## config.mk

```make
export PLATFORM = sky130hd
export DESIGN_NAME = seg7_frame_decoder
export DESIGN_NICKNAME = d
export VERILOG_FILES = /design/src/rtl/seg7_frame_decoder.sv
export SDC_FILE = /design/constraint.sdc
export NUM_CORES = 1
export LEC_CHECK = 0
export BUFFER_PORTS_ARGS = -buffer_cell sky130_fd_sc_hd__buf_2
export CAP_MARGIN = 20
export CORE_ASPECT_RATIO = 0.75
export CORE_MARGIN = 1
export CORE_UTILIZATION = 45
export CTS_CLUSTER_DIAMETER = 100
export DETAILED_ROUTE_END_ITERATION = 10
export GPL_TIMING_DRIVEN = 1
export PLACE_DENSITY = 0.65
export SLEW_MARGIN = 20
export SYNTH_ARGS = -nofsm -noshare
export SYNTH_HDL_FRONTEND = slang
export SYNTH_SLANG_ARGS = --single-unit
```

## constraint.sdc

```tcl
create_clock -name clk -period 5.1 [get_ports clk]
set_input_delay 0.255 -clock clk [delete_from_list [all_inputs] [get_ports clk]]
set_output_delay 0.255 -clock clk [all_outputs]
set_load 0.05 [all_outputs]
```

## src/rtl/seg7_frame_decoder.sv

```systemverilog
// seg7_frame_decoder
// Receives a frame of active-low 7-segment symbols, MSD first, over a
// valid/ready stream. It accumulates a sign-magnitude number from the frame and
// returns the result as a saturated two's-complement value, with err and ovf
// flags.
//
// Optional feature macro: SEG7_HEX_EN
//   When defined, the symbols A..F also decode (as 10..15) and digits
//   accumulate in base 16. When undefined, the decoder is decimal only and
//   those six patterns are invalid.
//
// Handshake semantics (both ports):
//   - A transfer happens on the rising edge where valid and ready are both 1.
//   - A producer must hold its payload stable while valid=1 and ready=0.
//   - The block never makes ready depend on valid in the same cycle:
//       seg_ready is 1 only in COLLECT, and out_valid is 1 only in HOLD.
//   - While out_valid=1, the outputs value, err and ovf do not change.
//
// Debug: state_dbg is 1 while the FSM is in HOLD.

module seg7_frame_decoder #(
    parameter int WIDTH  = 16,
    parameter int DIGITS = 6
) (
    input  logic             clk,
    input  logic             rst,
    input  logic [6:0]       seg_in,
    input  logic             seg_valid,
    input  logic             seg_last,
    output logic             seg_ready,
    output logic             out_valid,
    input  logic             out_ready,
    output logic [WIDTH-1:0] value,
    output logic             err,
    output logic             ovf,
    output logic             state_dbg
);

    // The magnitude register has one spare bit, so it can hold 2^(WIDTH-1)
    // exactly. The accumulator has extra headroom for mag*16+15 before the
    // saturation clamp is applied.
    localparam int MAGW = WIDTH + 1;
    localparam int ACCW = WIDTH + 5;
    localparam int CNTW = $clog2(DIGITS + 2);

    localparam logic [MAGW-1:0]  LIMIT_M = MAGW'(1) << (WIDTH - 1);
    localparam logic [ACCW-1:0]  LIMIT_A = ACCW'(1) << (WIDTH - 1);
    localparam logic [WIDTH-1:0] VMAX    = {1'b0, {(WIDTH-1){1'b1}}};
    localparam logic [WIDTH-1:0] VMIN    = {1'b1, {(WIDTH-1){1'b0}}};
    localparam logic [CNTW-1:0]  CNT_MAX = CNTW'(DIGITS);

    typedef enum logic {
        S_COLLECT = 1'b0,
        S_HOLD    = 1'b1
    } state_t;

    typedef enum logic [1:0] {
        SYM_DIGIT = 2'd0,
        SYM_MINUS = 2'd1,
        SYM_BLANK = 2'd2,
        SYM_BAD   = 2'd3
    } sym_kind_t;

    state_t          state;
    state_t          state_nxt;
    logic            accept;
    logic            take;

    sym_kind_t       sym_kind;
    logic [3:0]      sym_digit;

    // Per-frame working state
    logic [MAGW-1:0] mag;
    logic            neg;
    logic            seen_digit;
    logic            err_acc;
    logic            ovf_acc;
    logic [CNTW-1:0] cnt;

    // The same working state, updated by the symbol at the input
    logic [ACCW-1:0] mag_ext;
    logic [ACCW-1:0] acc_sum;
    logic [MAGW-1:0] nxt_mag;
    logic            nxt_neg;
    logic            nxt_seen_digit;
    logic            nxt_err;
    logic            nxt_ovf;
    logic [CNTW-1:0] nxt_cnt;

    // The result for a frame that ends with the current symbol
    logic [WIDTH-1:0] fin_value;
    logic             fin_err;
    logic             fin_ovf;

    // State register; reset returns to COLLECT and discards any pending result
    always_ff @(posedge clk) begin
        if (rst) begin
            state <= S_COLLECT;
        end else begin
            state <= state_nxt;
        end
    end

    // Next-state logic and handshake outputs
    always_comb begin
        state_nxt = state;
        seg_ready = 1'b0;
        out_valid = 1'b0;
        accept    = 1'b0;
        take      = 1'b0;
        case (state)
            S_COLLECT: begin
                seg_ready = 1'b1;
                if (seg_valid) begin
                    accept = 1'b1;
                    if (seg_last) begin
                        state_nxt = S_HOLD;
                    end
                end
            end
            S_HOLD: begin
                out_valid = 1'b1;
                if (out_ready) begin
                    take      = 1'b1;
                    state_nxt = S_COLLECT;
                end
            end
            default: state_nxt = S_COLLECT;
        endcase
    end

    assign state_dbg = (state == S_HOLD);

    // Symbol classification; any pattern not listed is invalid
    always_comb begin
        sym_kind  = SYM_BAD;
        sym_digit = 4'd0;
        case (seg_in)
            7'b1000000: begin sym_kind = SYM_DIGIT; sym_digit = 4'd0;  end
            7'b1111001: begin sym_kind = SYM_DIGIT; sym_digit = 4'd1;  end
            7'b0100100: begin sym_kind = SYM_DIGIT; sym_digit = 4'd2;  end
            7'b0110000: begin sym_kind = SYM_DIGIT; sym_digit = 4'd3;  end
            7'b0011001: begin sym_kind = SYM_DIGIT; sym_digit = 4'd4;  end
            7'b0010010: begin sym_kind = SYM_DIGIT; sym_digit = 4'd5;  end
            7'b0000010: begin sym_kind = SYM_DIGIT; sym_digit = 4'd6;  end
            7'b1111000: begin sym_kind = SYM_DIGIT; sym_digit = 4'd7;  end
            7'b0000000: begin sym_kind = SYM_DIGIT; sym_digit = 4'd8;  end
            7'b0010000: begin sym_kind = SYM_DIGIT; sym_digit = 4'd9;  end
`ifdef SEG7_HEX_EN
            7'b0001000: begin sym_kind = SYM_DIGIT; sym_digit = 4'd10; end
            7'b0000011: begin sym_kind = SYM_DIGIT; sym_digit = 4'd11; end
            7'b1000110: begin sym_kind = SYM_DIGIT; sym_digit = 4'd12; end
            7'b0100001: begin sym_kind = SYM_DIGIT; sym_digit = 4'd13; end
            7'b0000110: begin sym_kind = SYM_DIGIT; sym_digit = 4'd14; end
            7'b0001110: begin sym_kind = SYM_DIGIT; sym_digit = 4'd15; end
`endif
            7'b0111111: sym_kind = SYM_MINUS;
            7'b1111111: sym_kind = SYM_BLANK;
            default:    sym_kind = SYM_BAD;
        endcase
    end

    // Grammar check and accumulation of one symbol into the working state
    always_comb begin
        mag_ext = {{(ACCW-MAGW){1'b0}}, mag};
`ifdef SEG7_HEX_EN
        acc_sum = (mag_ext << 4) + {{(ACCW-4){1'b0}}, sym_digit};
`else
        acc_sum = (mag_ext << 3) + (mag_ext << 1) + {{(ACCW-4){1'b0}}, sym_digit};
`endif
        nxt_mag        = mag;
        nxt_neg        = neg;
        nxt_seen_digit = seen_digit;
        nxt_err        = err_acc;
        nxt_ovf        = ovf_acc;
        nxt_cnt        = cnt;

        if (cnt == CNT_MAX) begin
            // One symbol past the frame length limit
            nxt_err = 1'b1;
        end else begin
            nxt_cnt = cnt + 1'b1;
        end

        // Once err is set, the rest of the frame is only drained
        if (!err_acc && (cnt != CNT_MAX)) begin
            case (sym_kind)
                SYM_DIGIT: begin
                    nxt_seen_digit = 1'b1;
                    if (acc_sum > LIMIT_A) begin
                        nxt_ovf = 1'b1;
                        nxt_mag = LIMIT_M;
                    end else begin
                        nxt_mag = acc_sum[MAGW-1:0];
                    end
                end
                SYM_MINUS: begin
                    if (neg || seen_digit) begin
                        nxt_err = 1'b1;
                    end else begin
                        nxt_neg = 1'b1;
                    end
                end
                SYM_BLANK: begin
                    if (neg || seen_digit) begin
                        nxt_err = 1'b1;
                    end
                end
                default: nxt_err = 1'b1;
            endcase
        end

        // A minus sign that no digit follows is malformed
        if (seg_last && nxt_neg && !nxt_seen_digit) begin
            nxt_err = 1'b1;
        end
    end

    // Final signed value with saturation; err forces a clean zero result
    always_comb begin
        fin_value = '0;
        fin_err   = nxt_err;
        fin_ovf   = 1'b0;
        if (nxt_err) begin
            fin_value = '0;
            fin_ovf   = 1'b0;
        end else if (nxt_neg) begin
            if (nxt_mag > LIMIT_M) begin
                fin_value = VMIN;
                fin_ovf   = 1'b1;
            end else begin
                // mag == 2^(WIDTH-1) negates to the most negative code
                fin_value = (~nxt_mag[WIDTH-1:0]) + {{(WIDTH-1){1'b0}}, 1'b1};
                fin_ovf   = nxt_ovf;
            end
        end else if (nxt_mag >= LIMIT_M) begin
            fin_value = VMAX;
            fin_ovf   = 1'b1;
        end else begin
            fin_value = nxt_mag[WIDTH-1:0];
            fin_ovf   = nxt_ovf;
        end
    end

    // Working-state and result registers. The working state is cleared when
    // the result is taken. The result registers load on the last symbol only.
    always_ff @(posedge clk) begin
        if (rst) begin
            mag        <= '0;
            neg        <= 1'b0;
            seen_digit <= 1'b0;
            err_acc    <= 1'b0;
            ovf_acc    <= 1'b0;
            cnt        <= '0;
            value      <= '0;
            err        <= 1'b0;
            ovf        <= 1'b0;
        end else begin
            if (accept) begin
                if (seg_last) begin
                    value <= fin_value;
                    err   <= fin_err;
                    ovf   <= fin_ovf;
                end else begin
                    mag        <= nxt_mag;
                    neg        <= nxt_neg;
                    seen_digit <= nxt_seen_digit;
                    err_acc    <= nxt_err;
                    ovf_acc    <= nxt_ovf;
                    cnt        <= nxt_cnt;
                end
            end
            if (take) begin
                mag        <= '0;
                neg        <= 1'b0;
                seen_digit <= 1'b0;
                err_acc    <= 1'b0;
                ovf_acc    <= 1'b0;
                cnt        <= '0;
            end
        end
    end

endmodule

```

== Word-level counts from Yosys, hierarchy flattened ==
Index checks and enable logic that the tools add are counted.

* Flip-flop bits (word level): 43
* Input port bits: 12
* Output and inout bits: 21

* Add/sub/neg operators: 4
* Order comparisons: 3
* Equality and inequality tests: 15
* Multiplexer cells: 36
* Bitwise gates (word level): 4
* Reductions and logical operators: 14

{| class="wikitable"
|+ Operator list
! kind !! count
|-
| $mux W16 || 4
|-
| $mux W17 || 3
|-
| $pmux W4 S9 || 1
|-
| $eq A7 B7 Y1 const B || 4
|-
| $mux W1 || 25
|-
| $add A20 B18 Y21 || 1
|-
| $add A21 B4 Y21 || 1
|-
| $eq A7 B5 Y1 const B || 3
|-
| $eq A7 B6 Y1 const B || 3
|-
| $gt A21 B16 Y1 const B || 1
|-
| $ge A17 B16 Y1 const B || 1
|-
| $gt A17 B16 Y1 const B || 1
|-
| $add A16 B1 Y16 const B || 1
|-
| $not A16 Y16 || 1
|-
| $reduce_or A10 Y1 || 1
|-
| $eq A7 B2 Y1 const B || 1
|-
| $logic_not A7 Y1 || 1
|-
| $pmux W2 S3 || 1
|-
| $pmux W1 S2 || 2
|-
| $reduce_and A2 Y1 || 2
|-
| $reduce_or A2 Y1 || 2
|-
| $add A3 B1 Y3 const B || 1
|-
| $eq A3 B3 Y1 const B || 1
|-
| $logic_and A1 B1 Y1 || 3
|-
| other kinds (8) || 11
|}

== Logic depth before layout (Yosys ltp) ==
Gate-level depths: netlist of run 1.

* Depth after elaboration: 12
* Depth in mapped cells: 27

== Least setup slack after synthesis of run 1 ==
No wires, ideal clock.

* Kind: input -> register
* From: input seg_in[3]
* To: register value[7]
* Arrival: 4.867 ns
* Data required time: 4.981 ns
* Slack: 0.114 ns
* Stages on the path: 26
* Path buffers: 3
* Cell sequence: or4b_1 a21oi_1 a41oi_1 nor2_1 ha_1 ha_1 inv_1 fa_1 and2b_1 o2111ai_4 a21boi_2 nor4_2 o221ai_2 o41a_1 buf_6 nor2_2 a32oi_1 ha_1 and2_1 o41ai_2 or2_1 buf_6 nor2_4 o221ai_4 buf_12 o21ai_2

* Word-level cells in the longest chain between the ends: 12
* Elaborated cells on any way between the ends: 42
* Those cells by class: add/sub: 2; order compare: 3; eq/ne: 13; mux: 16; bitwise: 1; reduce/logical: 7

{| class="wikitable"
|+ RTL lines
! item !! line !! source
|-
| from (decl) || 27 || <nowiki>input logic [6:0] seg_in,</nowiki>
|-
| $eq A7 B5 Y1 (tied with other cells) || 138 || <nowiki>case (seg_in)</nowiki>
|-
| $pmux W4 S9 || 138 ||
|-
| $add A21 B4 Y21 || 169 || <nowiki>acc_sum = (mag_ext << 3) + (mag_ext << 1) + {{(ACCW-4){1'b0}}, sym_digit};</nowiki>
|-
| $gt A21 B16 Y1 || 190 || <nowiki>if (acc_sum > LIMIT_A) begin</nowiki>
|-
| $mux W17 || 190 ||
|-
| $mux W17 || 187 || <nowiki>case (sym_kind)</nowiki>
|-
| $mux W17 || 186 || <nowiki>if (!err_acc && (cnt != CNT_MAX)) begin</nowiki>
|-
| $not A16 Y16 || 233 || <nowiki>fin_value = (~nxt_mag[WIDTH-1:0]) + {{(WIDTH-1){1'b0}}, 1'b1};</nowiki>
|-
| $add A16 B1 Y16 || 233 ||
|-
| $mux W16 || 228 || <nowiki>if (nxt_mag > LIMIT_M) begin</nowiki>
|-
| $mux W16 || 227 || <nowiki>end else if (nxt_neg) begin</nowiki>
|-
| $mux W16 (*) || 224 || <nowiki>if (nxt_err) begin</nowiki>
|-
| to (signal assigned) || 261 || <nowiki>value <= fin_value;</nowiki>
|-
| to (decl) || 33 || <nowiki>output logic [WIDTH-1:0] value,</nowiki>
|}

Every way passes the cells marked *; elsewhere a longest branch is shown, timed or not.
A chain may end at the register's enable or synchronous reset.

== Worst setup path in the final report of run 1 ==
* From: input seg_in[3]
* To: register value[14]

Same word-level chain as after synthesis.

==> results of run 1 <==
-- sequential cells by signal, indices dropped and copies added (netlist names) --
register and count:
err 1, neg 1, seen_digit 1, state_dbg 1
value 16, cnt 3, mag 17, ovf 1
ovf_acc 1, err_acc 1
-- cells in the final DEF (no fill, tap or decap), drive strengths merged, types with 5 or more instances in the layout --
cell type  instances
a211oi             8
a21oi             43
clkbuf             6
nor3              19
nor2b              6
a21o              12
nand2             60
ha                38
and2               9
nor4               9
inv               20
o22ai              7
nand4             12
dfxtp             43
xor2               7
a22o               5
o31a               5
nand3             25
o21ai             41
a31oi              5
nor2              38
o211ai             7
o21a               6
buf               97
xnor2              9
-- final timing paths --
check                  from   endpoint  cells after the start
hold / removal          rst  state_dbg                      2
setup / recovery  seg_in[3]  value[14]                     27
hold reg to reg    value[2]   value[2]                      2
setup reg to reg     mag[0]  value[15]                     20
-- power by group --
group          switching (mW)  internal [mW]
Combinational           0.108         0.0765
Clock                   0.138          0.231
Sequential            0.00599          0.341
Total                   0.252          0.648
-- metal layers --
layer | global-route usage | vias to the layer above | routed length, um
met5 | 0 | - | 0
met4 | 0.0413 | 0 | 113
met3 | 0.0497 | 16 | 1130
met2 | 0.417 | 199 | 5530
met1 | 0.396 | 2147 | 6270
li1 | - | 2238 | -
-- layout make-up --
cell class	count	area (um2)	area share
well taps	128	160	0.0309
clock buffers	5	125	0.0241
multi-input cells	455	3240	0.624
clock inverters	3	43.8	0.00844
flip-flops and latches	43	861	0.166
inverters	20	75.1	0.0145
repair buffers	98	686	0.132
-- worst max-delay path: stages --
cell       delay [ps]
buf_2             120
or4b_4            550
a21oi_2           130
a41oi_1            50
nor2_1            120
ha_1              230
ha_1              210
inv_1              70
fa_1              170
and2b_2           260
o2111ai_4         270
a21boi_2          120
buf_4             150
buf_4             120
o31a_1            320
a311oi_4          240
nand2_2           120
nor2_4            180
a32oi_2           140
ha_2              230
and2_4            140
o41ai_2            60
or2_4             230
nor2_4             50
o221ai_4          220
clkbuf_16         210
o21ai_2            50
-- kinds of logic after synthesis --
kind of cell,share of synthesized area
mux,0.00234
fa+ha+maj,0.121
xor+xnor,0.0328
flops,0.201
buf+inv,0.0550
compound gates,0.343
simple gates,0.245
-- repair_timing --
action / CTS / global route
resized for setup: 0 / 13
setup endpoints to repair: 0 / 16
buffers inserted: 0 / 5
hold endpoints to repair: 0 / 0
-- through the flow --
stage	utilization	area [um2]	hold slack [ps]	total power, mW
6_report	0.569	5190	203	0.900
5_1_grt	0.569	5190	215	0.936
4_1_cts	0.556	5070	206	0.895
3_5_place_dp	0.538	4900	436	0.528
3_3_place_gp	0.538	4900	433	0.525
2_1_floorplan	-	4270	327	0.470
==> impl_metrics.tcl, run 1 <==
set metrics [dict create \
    die_h_um 86.4 \
    fmax_mhz 207 \
    synth_area_leader_cell "dfxtp_1" \
    ios 33 \
    clk-insertion-delay-late_ps 290 \
    leakagePower_nw 2.34 \
    stdcell_count 752 \
    root_buffer "clkbuf_16" \
    die-area_um2 9900 \
    finalSetupTns_ps 0 \
    row_count 30 \
    end_kind "flip-flop" \
    synth_most_common_cell "nand2_1" \
    ys_top_cells_by_count "58 x nand2_1, 43 x dfxtp_1, 42 x a21oi_1, 38 x ha_1, 36 x nor2_1" \
    areaGrowthSynthToFinish_pct 21.3 \
    hold_path.class "input port to flip-flop" \
    synth.area.top_cells "dfxtp_1 20%, ha_1 11%, nand2_1 5.1%" \
    num_vias 4600 \
    netlist.area_leader.share 0.201 \
    gr-total-overflow 0 \
    die_w_um 115 \
    finalSetupViolCount 0 \
    regToRegSetupSlack_ps 380 \
    start_kind "input port" \
    numCtsBuffers 5 \
    start_util 0.469 \
    status "finished clean" \
    hold_viol_final 0 \
    postCtsHoldBufs 0 \
    wl_mm 13.0 \
    drc 0 \
    syn_area_per_cell_um2 7.83 \
    detail_route.wl_per_cell_um 17.4 \
    arrival_ps 5020 \
    grt_pass1_vias 4232 \
    cp.required_ps 5280 \
    clockBufferDepth 2 \
    drtPass1Iterations 5 \
    num_antenna_cells 0 \
    drtIter0Drc 398 \
    worst_slack_ps 261 \
    cts.sinks 43 \
    synth_edf_count 0 \
    htree_levels 2 \
    antenna_found_initial 0 \
    worst_slew_pin_slew_ps 1010 \
    slew_violations 0 \
    cp_max_fo 6 \
    period_needed_ps 4840 \
    ys_ff_latch 43 \
    ir_drop_mv 0.178 \
    drive_above_1_share 0.247 \
    grt_pass1_wl_mm 21.3 \
    dp.cells 738 \
    drtAntennaViolNets 0 \
    synthCells 546 \
    cts_tree "built" \
    synth_area_um2 4270 \
    avgViaCountPerCell 6.12 \
    place_congestion 0.967 \
    yosys_warnings 0 \
    hpwlAfterDp_mm 10.2 \
    ys_types 94 \
    async_flop_share 0 \
    synthFlopType "dfxtp_1" \
    ys_seq_area_frac 0.201 \
    period_share 0.949 \
    final_nets 675 \
    grt_max_degree 25 \
    portBuffers 32 \
    nFillCells 865 \
    slew_headroom 0.327 \
    max-cap-violations 0 \
    synth_nets 598 \
    path_class "input port to flip-flop" \
    finalClockSkew_ps 5.93 \
    gr-usage-all-layers 0.270 \
    clk_pin_slew_ps 60 \
    dp_slack_ps -182 \
    core_um2 9120 \
    p_per_area_nw_per_um2 174 \
]
Note: power is estimated with default switching activity, not from simulation.
==> run 2, diff against run 1 <==
==> constraint.sdc (replaced) <==
create_clock -name clk -period 5.1 [get_ports clk]
set_input_delay 0.765 -clock clk [delete_from_list [all_inputs] [get_ports clk]]
set_output_delay 0.765 -clock clk [all_outputs]
set_load 0.05 [all_outputs]
==> impl_metrics.tcl, run 2 (synthesis gave the netlist of run 1 again) <==
set metrics [dict create \
    ir_drop_mv 0.150 \
    p_per_area_nw_per_um2 163 \
    reg.largest.list "mag: 17 flops, value: 16 flops, cnt: 3 flops" \
    portBuffers 32 \
    place_area_um2 5110 \
    clockBufferDepth 2 \
    start_kind "input port" \
    stdcell_area_um2 5450 \
    period_share 1.03 \
    regMostFlops "mag" \
    slew_violations 0 \
    drc 0 \
    layout_commonest_cell "buf_4" \
    failed_checks "setup timing" \
    die_w_um 115 \
    status "complete, but fails checks" \
    worst_slack_ps -130 \
    clk-insertion-delay-late_ps 290 \
    grt_pass1_wl_mm 22.3 \
    ios 33 \
    drtIter0Drc 500 \
    hold_path.class "flip-flop to flip-flop" \
    start_util 0.469 \
    gr-total-overflow 0 \
    worst_slew_pin_slew_ps 1040 \
    drive_above_1_share 0.298 \
    leakagePower_nw 2.44 \
    stdcell_count 772 \
    place_congestion 0.973 \
    final_cell_mix "85 x buf_4, 57 x nand2_1, 43 x dfxtp_1" \
    period_needed_ps 5230 \
    end_kind "flip-flop" \
    cts_tree "built" \
    cts.sinks 43 \
    areaGrowthSynthToFinish_pct 27.5 \
    drtAntennaViolNets 0 \
    finalClockSkew_ps 7.07 \
    max-cap-violations 0 \
    arrival_ps 5410 \
    cp_max_fo 8 \
    fmax_mhz 191 \
    wl_mm 13.7 \
    grt_max_degree 25 \
    finalSetupViolCount 16 \
    clk_pin_slew_ps 60 \
    path_class "input port to flip-flop" \
    row_count 30 \
    power_mw 0.886 \
    core_um2 9120 \
    numCtsBuffers 5 \
    cp.required_ps 5280 \
    slew_headroom 0.303 \
    final_nets 695 \
    gr-usage-all-layers 0.283 \
    root_buffer "clkbuf_16" \
    num_antenna_cells 0 \
    antenna_found_initial 0 \
    num_vias 4700 \
    die_h_um 86.4 \
    detail_route.wl_per_cell_um 17.7 \
    largest_reg_flops 17 \
    grt_pass1_vias 4413 \
    hpwlAfterDp_mm 10.4 \
    hold_viol_final 0 \
    htree_levels 2 \
    avgViaCountPerCell 6.09 \
    dp.cells 760 \
    die-area_um2 9900 \
    drtPass1Iterations 5 \
    finalSetupTns_ps -1120 \
    rsz0062_at_grt "true" \
]
==> run 2: cell types whose count changed in the layout (fill, tap and decap cells not counted), sizes merged <==
cell and change:
buf +21, clkinvlp +1, bufinv -1, clkinv -1
==> run 2: worst paths after layout <==
check        cells past startpoint        end       from  slack, ps
min                              1  value[15]  value[15]        450
max                             24        ovf  seg_in[6]       -130
min reg2reg                      1  value[15]  value[15]        450
max reg2reg                     19        ovf     mag[0]        520
==> run 2: layout make-up <==
class                      count  area [um2]
inverter                      20        75.1
clock buffer                   6         139
tap                          128         160
timing repair buffer         118         831
multi-input combinational    455        3370
fill                         838        3670
sequential                    43         861
clock inverter                 2        16.3
==> run 2: power by group <==
part	switching [mW]	leakage, nW	internal (mW)
registers	0.00599	0.347	0.341
logic	0.117	2.02	0.0876
clock network	0.139	0.0731	0.196
total	0.262	2.44	0.624
==> run 2: timing repair <==
action                                  CTS  global route
endpoints found under the setup margin   16            19
gates resized for setup                  17            17
setup buffers                             3             1
pin swaps                                 3            12
hold buffers                              0             0
gates cloned                              0             0
==> run 2: per-stage QoR <==
step	utilization	hold slack, ps	setup slack (ps)
4_1_cts	0.588	448	-74.6
5_1_grt	0.598	467	-346
2_1_floorplan	-	441	-224
3_3_place_gp	0.560	429	-478
6_report	0.598	446	-130
3_5_place_dp	0.560	434	-538
==> run 2: critical path, cell delays in order <==
cell and delay, ps:
buf_6 90, or4b_4 560, a21oi_4 140, a41oi_2 40
nor2_1 100, ha_1 240, ha_2 190, inv_2 60
fa_2 190, and2b_2 240, o2111ai_4 290, a21boi_4 130
o31a_2 360, o221ai_2 180, o41a_1 250, nor2_4 80
a32oi_2 230, ha_2 220, and2_4 160, o41ai_4 70
or2_4 300, o21ai_1 190, nand4_1 120, a22o_1 210
==> run 2: metal layers <==
layer  vias up  share of wire  track usage
met4         0          0.012       0.0602
met1      2216           0.48        0.415
li1       2266              -            -
met5         -              0            0
met2       198           0.43        0.430
met3        20          0.080       0.0503
